==> src/rtl/fetch_sequencer_if.sv <==
// Instruction-memory, decode and redirect signals of the fetch sequencer.
// The master modport is the sequencer; slave is the surrounding core/memory.
interface fetch_sequencer_if;
  logic        imem_req_valid;
  logic        imem_req_ready;
  logic [31:0] imem_addr;
  logic        imem_rsp_valid;
  logic [31:0] imem_rsp_data;
  logic        instr_valid;
  logic        instr_ready;
  logic [31:0] instr;
  logic [31:0] instr_pc;
  logic        redirect_valid;
  logic [31:0] redirect_pc;
  logic        fault;
  logic [31:0] fetch_count;

  modport master (
    output imem_req_valid, imem_addr, instr_valid, instr, instr_pc, fault, fetch_count,
    input  imem_req_ready, imem_rsp_valid, imem_rsp_data, instr_ready, redirect_valid, redirect_pc
  );

  modport slave (
    input  imem_req_valid, imem_addr, instr_valid, instr, instr_pc, fault, fetch_count,
    output imem_req_ready, imem_rsp_valid, imem_rsp_data, instr_ready, redirect_valid, redirect_pc
  );
endinterface

==> src/rtl/fetch_sequencer.sv <==
// Owns the architectural PC and sequences one-at-a-time instruction fetch,
// holding each returned word for decode and honouring jump/branch redirects.
module fetch_sequencer #(
  parameter logic [31:0] RESET_PC = 32'h0000_0000
) (
  input logic              clk,
  input logic              rst,
  fetch_sequencer_if.master bus
);

  localparam logic [2:0] IDLE  = 3'd0;
  localparam logic [2:0] FETCH = 3'd1;
  localparam logic [2:0] WAIT  = 3'd2;
  localparam logic [2:0] HOLD  = 3'd3;
  localparam logic [2:0] HALT  = 3'd4;

  logic [2:0]  state;
  logic [31:0] pc;
  logic [31:0] instr_q;
  logic [31:0] instr_pc_q;
  logic [31:0] fetch_count_q;
  logic        fault_q;
  logic        drop;
  logic        active;
  logic        redirect_ok;
  logic        redirect_bad;

  // Redirects only matter while a fetch/decode cycle is in progress.
  assign active       = (state == FETCH) || (state == WAIT) || (state == HOLD);
  assign redirect_ok  = active && bus.redirect_valid && (bus.redirect_pc[1:0] == 2'b00);
  assign redirect_bad = active && bus.redirect_valid && (bus.redirect_pc[1:0] != 2'b00);

  assign bus.imem_req_valid = (state == FETCH) && !bus.redirect_valid;
  assign bus.imem_addr      = pc;
  assign bus.instr_valid    = (state == HOLD) && !bus.redirect_valid;
  assign bus.instr          = instr_q;
  assign bus.instr_pc       = instr_pc_q;
  assign bus.fault          = fault_q;
  assign bus.fetch_count    = fetch_count_q;

  always_ff @(posedge clk or posedge rst) begin
    if (rst) begin
      state         <= IDLE;
      pc            <= RESET_PC;
      instr_q       <= 32'h0;
      instr_pc_q    <= 32'h0;
      fetch_count_q <= 32'h0;
      fault_q       <= 1'b0;
      drop          <= 1'b0;
    end else if (redirect_bad) begin
      fault_q <= 1'b1;
      state   <= HALT;
    end else if (redirect_ok) begin
      pc <= bus.redirect_pc;
      // An unanswered request must still drain; its response is discarded later.
      if ((state == WAIT) && !bus.imem_rsp_valid) begin
        drop  <= 1'b1;
        state <= WAIT;
      end else begin
        drop  <= 1'b0;
        state <= FETCH;
      end
    end else begin
      case (state)
        IDLE: state <= FETCH;
        FETCH: begin
          if (bus.imem_req_valid && bus.imem_req_ready) begin
            state <= WAIT;
          end
        end
        WAIT: begin
          if (bus.imem_rsp_valid) begin
            if (drop) begin
              drop  <= 1'b0;
              state <= FETCH;
            end else begin
              instr_q    <= bus.imem_rsp_data;
              instr_pc_q <= pc;
              state      <= HOLD;
            end
          end
        end
        HOLD: begin
          if (bus.instr_ready) begin
            pc            <= pc + 32'd4;
            fetch_count_q <= fetch_count_q + 32'd1;
            state         <= FETCH;
          end
        end
        HALT: state <= HALT;
        default: state <= IDLE;
      endcase
    end
  end

endmodule

==> src/flat_wrapper.sv <==
// flat-port wrapper written by rule: the top's interface ports become plain ports
module fetch_sequencer_flat 
#(
  parameter logic [31:0] RESET_PC = 32'h0000_0000
)
  (clk, rst, bus_imem_req_valid, bus_imem_addr, bus_instr_valid, bus_instr, bus_instr_pc, bus_fault, bus_fetch_count, bus_imem_req_ready, bus_imem_rsp_valid, bus_imem_rsp_data, bus_instr_ready, bus_redirect_valid, bus_redirect_pc);
  fetch_sequencer_if bus_i ();
  input logic clk;
  input logic rst;
  output wire logic [$bits(bus_i.imem_req_valid)-1:0] bus_imem_req_valid;
  output wire logic [$bits(bus_i.imem_addr)-1:0] bus_imem_addr;
  output wire logic [$bits(bus_i.instr_valid)-1:0] bus_instr_valid;
  output wire logic [$bits(bus_i.instr)-1:0] bus_instr;
  output wire logic [$bits(bus_i.instr_pc)-1:0] bus_instr_pc;
  output wire logic [$bits(bus_i.fault)-1:0] bus_fault;
  output wire logic [$bits(bus_i.fetch_count)-1:0] bus_fetch_count;
  input wire logic [$bits(bus_i.imem_req_ready)-1:0] bus_imem_req_ready;
  input wire logic [$bits(bus_i.imem_rsp_valid)-1:0] bus_imem_rsp_valid;
  input wire logic [$bits(bus_i.imem_rsp_data)-1:0] bus_imem_rsp_data;
  input wire logic [$bits(bus_i.instr_ready)-1:0] bus_instr_ready;
  input wire logic [$bits(bus_i.redirect_valid)-1:0] bus_redirect_valid;
  input wire logic [$bits(bus_i.redirect_pc)-1:0] bus_redirect_pc;
  assign bus_imem_req_valid = bus_i.imem_req_valid;
  assign bus_imem_addr = bus_i.imem_addr;
  assign bus_instr_valid = bus_i.instr_valid;
  assign bus_instr = bus_i.instr;
  assign bus_instr_pc = bus_i.instr_pc;
  assign bus_fault = bus_i.fault;
  assign bus_fetch_count = bus_i.fetch_count;
  assign bus_i.imem_req_ready = bus_imem_req_ready;
  assign bus_i.imem_rsp_valid = bus_imem_rsp_valid;
  assign bus_i.imem_rsp_data = bus_imem_rsp_data;
  assign bus_i.instr_ready = bus_instr_ready;
  assign bus_i.redirect_valid = bus_redirect_valid;
  assign bus_i.redirect_pc = bus_redirect_pc;
  fetch_sequencer #(.RESET_PC(RESET_PC)) u_core (.clk(clk), .rst(rst), .bus(bus_i));
endmodule
==> config.mk <==
export PLATFORM = sky130hd
export DESIGN_NAME = fetch_sequencer_flat
export DESIGN_NICKNAME = d
export VERILOG_FILES = /design/src/rtl/fetch_sequencer_if.sv /design/src/rtl/fetch_sequencer.sv /design/src/flat_wrapper.sv
export SDC_FILE = /design/constraint.sdc
export NUM_CORES = 1
export LEC_CHECK = 0
export CAP_MARGIN = 0
export CELL_PAD_IN_SITES_DETAIL_PLACEMENT = 1
export CELL_PAD_IN_SITES_GLOBAL_PLACEMENT = 1
export CORE_MARGIN = 2
export CORE_UTILIZATION = 30
export CTS_CLUSTER_SIZE = 14
export DETAILED_ROUTE_END_ITERATION = 6
export PLACE_DENSITY = 0.72
export SYNTH_ARGS = -nofsm -noshare
export SYNTH_HDL_FRONTEND = slang
export SYNTH_SLANG_ARGS = --single-unit
==> constraint.sdc <==
create_clock -name clk -period 13.9 [get_ports clk]
set_input_delay 3.475 -clock clk [delete_from_list [all_inputs] [get_ports clk]]
set_output_delay 3.475 -clock clk [all_outputs]
set_load 0.1 [all_outputs]
==> metrics <==
number of gates given a new drive strength after cts=0; worst reg-to-reg path cell count=4; max-slew violation count=0; most common cell in the synthesized netlist=sky130_fd_sc_hd__dfrtp_1; status=complete, no violations; number of sinks on the clock net=about 130; height of the chip=roughly 150 µm; Post-CTS Repair Setup Buffers=0; cts bufs inserted=17; post-synthesis instance area=~0.006 mm²; maximum number of buffers from clock root to sink=2; placed standard-cell area=0.00830 mm²; number of ports placed on the die boundary=201; Fmax achieved=around 110 MHz; DR WL/cell=17.6 µm; final estimated routing congestion in global placement=roughly 0.76; clock period minus worst slack=approximately 9.4 ns; worst hold path depth=1; drt via density=about 4.7; total die area=0.0216 mm²; Setup crit end kind=output port; NumNets Final=~760; initial standard-cell utilization of the core=0.304; chain of cells forming the critical path=clkdlybuf4s50_1 > nand4bb_1 > inv_2 > clkdlybuf4s50_1; largest net degree at the start of global routing=between 70 and 80; H-tree lvl count=4; critical path startpoint category=input pin; area share of the largest cell type after synthesis=0.544; number of hold buffers added after CTS=0; vias in the first global route=approximately 5000; number of buffers inserted by port buffering=200; class of the tightest hold or removal check=reg2reg; flop and latch count out of synthesis=around 130; total negative setup slack=0 ns; Total GRT Usage=0.160; Cell variety after synth=40; cells taking the most area after synthesis=sky130_fd_sc_hd__dfrtp_1 (54%), sky130_fd_sc_hd__mux2_4 (15%), sky130_fd_sc_hd__xor2_1 (5.0%), sky130_fd_sc_hd__xnor2_1 (3.6%), sky130_fd_sc_hd__nand2_1 (3.5%); initial antenna violation count=1; DR vias=between 4000 and 5000; wire length of the first global-routing pass=around 27000 µm; Synth top cells by count=sky130_fd_sc_hd__dfrtp_1 (133), sky130_fd_sc_hd__mux2_4 (60), sky130_fd_sc_hd__nand2_1 (57); final-report setup violation count=0; Most common cell on crit path=sky130_fd_sc_hd__clkdlybuf4s50_1; row count=52; number of flops mapped to enable cells by yosys=0; most area-hungry cell type in the Yosys netlist=sky130_fd_sc_hd__dfrtp_1; crit-path max FO=8; starting DRC count in detailed routing=just over 90; detailed placer's ending HPWL=roughly 12000 µm; Avg Synthesized Cell Area=~13 µm²; clock root buffer master=sky130_fd_sc_hd__clkbuf_16; worst clock skew=~0.011 ns; share of the clock period used by the worst path after layout=0.676; drt drc=0; longest individual stage delay on the worst path=about 1.2 ns; Buffers & Inverters on Critical Path=3; max-capacitance violation count=0; worst endpoint data arrival time=~5.9 ns; fraction of registers with async set or reset after synthesis=1.00; CORE AREA=between 0.02 and 0.025 mm²; cell with the largest stage delay on the worst path=sky130_fd_sc_hd__clkdlybuf4s50_1; class of the most critical setup path=in2out; clock-pin transition on the worst setup and hold timing paths=0.06 ns; Post-Syn Nets=559; share of synthesized area occupied by flip-flops and latches=0.544; final count of hold timing violations=0; worst skew pair latency=between 0.4 and 0.5 ns; endpoint required time on the critical path=10.43 ns; clock tree from TritonCTS=yes; die boundary width=~150 µm; synthesis warning total=0; fraction of layout cells with a size suffix above 1=0.155; cell count after synthesis=487; count of cell instances traversed by the critical path=4; actual slew at the worst max-slew pin=about 1.0 ns; family of cells with the greatest summed delay on the critical path=buffers and inverters; detailed-routing iteration count for the pre-antenna-repair pass=4; Synth-to-Final Area Change=45.6%; GRT overflow=0; routed wire length=~17000 µm; Antenna Violating Nets Remaining=0; Layout Cell Area excl Fill=~0.0089 mm²; Main synth FF type=sky130_fd_sc_hd__dfrtp_1; headroom to the max-slew limit=0.304; setup repair after global routing missed its margin=no
[logic make-up after synthesis]
logic type / count (synthesis) / synth area share
AND/OR/NAND/NOR: 161 / 0.138
flip-flops: 133 / 0.544
multiplexers: 66 / 0.158
XOR/XNOR: 60 / 0.0859
AO/OA/AOI/OAI: 38 / 0.0335
buffers and inverters: 27 / 0.0366
adder cells (fa/ha/maj): 2 / 0.00409
[per-stage QoR]
stage / utilization / hold WS, ns / worst slack, ns / cells
after floorplan: - / 0.520 / 3.82 / 487
after global placement: 0.413 / 0.461 / 4.57 / 940
after detailed placement: 0.413 / 0.456 / 4.49 / 940
after CTS: 0.443 / 0.482 / 4.49 / 972
after global routing: 0.443 / 0.498 / 4.43 / 972
final: 0.443 / 0.482 / 4.50 / 973
[final timing paths]
kind                                                             start                                endpoint  slack, ns
worst max-delay path                                bus_redirect_valid                         bus_instr_valid       4.50
worst min-delay path            u_core.bus.fetch_count[31]$_DFFE_PP0P_  u_core.bus.fetch_count[31]$_DFFE_PP0P_       0.48
worst max register to register             u_core.state[1]$_DFFE_PP0P_         u_core.bus.instr[4]$_DFFE_PP0P_      11.17
worst min register to register  u_core.bus.fetch_count[31]$_DFFE_PP0P_  u_core.bus.fetch_count[31]$_DFFE_PP0P_       0.48
max in group asynchronous                                          rst         u_core.bus.instr[4]$_DFFE_PP0P_       8.98
min in group asynchronous                                          rst      u_core.bus.instr_pc[6]$_DFFE_PP0P_       3.52
[placed cells by master, fill, tap and decap left out, types with 3 or more instances in the layout]
master	Yosys	layout
sky130_fd_sc_hd__dfrtp_1	133	133
sky130_fd_sc_hd__buf_4	0	4
sky130_fd_sc_hd__and3_1	6	6
sky130_fd_sc_hd__mux2_4	60	60
sky130_fd_sc_hd__clkbuf_16	0	17
sky130_fd_sc_hd__mux2_2	4	4
sky130_fd_sc_hd__clkinv_4	0	3
sky130_fd_sc_hd__nor4_1	5	4
sky130_fd_sc_hd__xor2_1	35	35
sky130_fd_sc_hd__nor4b_1	3	3
sky130_fd_sc_hd__nand4_1	21	21
sky130_fd_sc_hd__nand2_1	57	57
sky130_fd_sc_hd__nand3_1	23	23
sky130_fd_sc_hd__bufinv_16	0	3
sky130_fd_sc_hd__and2_1	3	3
sky130_fd_sc_hd__nor2_1	15	15
sky130_fd_sc_hd__nor2b_1	3	3
sky130_fd_sc_hd__clkinvlp_4	0	3
sky130_fd_sc_hd__clkdlybuf4s50_1	0	200
sky130_fd_sc_hd__inv_1	5	4
sky130_fd_sc_hd__and4_1	5	5
sky130_fd_sc_hd__xnor2_1	25	25
sky130_fd_sc_hd__nor4_2	2	3
sky130_fd_sc_hd__inv_6	0	4
sky130_fd_sc_hd__nor3_1	6	5
sky130_fd_sc_hd__o21ai_0	31	31
[sequential cells by signal, summed over array words and instances (netlist names)]
name	count
u_core.bus.instr_pc	32
u_core.bus.imem_addr	32
u_core.bus.fetch_count	32
u_core.bus.fault	1
u_core.state	3
u_core.bus.instr	32
u_core.drop	1
[routing by layer]
metal	vias up	track usage	share of wire	wire (µm)
li1	2108	-	-	-
met1	2257	0.198	0.44	7560
met5	-	0	0	0
met4	0	0.0544	0.014	244
met2	140	0.269	0.48	8290
met3	20	0.0463	0.059	1010
[layout make-up]
| cell class | count | area (µm²) |
|---|---|---|
| fill | 2101 | 11200 |
| clock buffer | 18 | 429 |
| multi-input combinational | 327 | 2580 |
| tap | 270 | 338 |
| clock inverter | 14 | 175 |
| antenna | 1 | 2.50 |
| timing repair buffer | 204 | 2030 |
| sequential | 133 | 3330 |
| inverter | 6 | 27.5 |
[worst reg2reg max path, stage by stage (launching register included)]
cell	delay (ns)
sky130_fd_sc_hd__dfrtp_1	0.50
sky130_fd_sc_hd__or3b_1	0.41
sky130_fd_sc_hd__or4b_4	0.83
sky130_fd_sc_hd__buf_4	0.47
sky130_fd_sc_hd__mux2_4	0.39
Power is not shown: default switching activity piles up to over one toggle a cycle in this logic, so the estimate is an artifact.
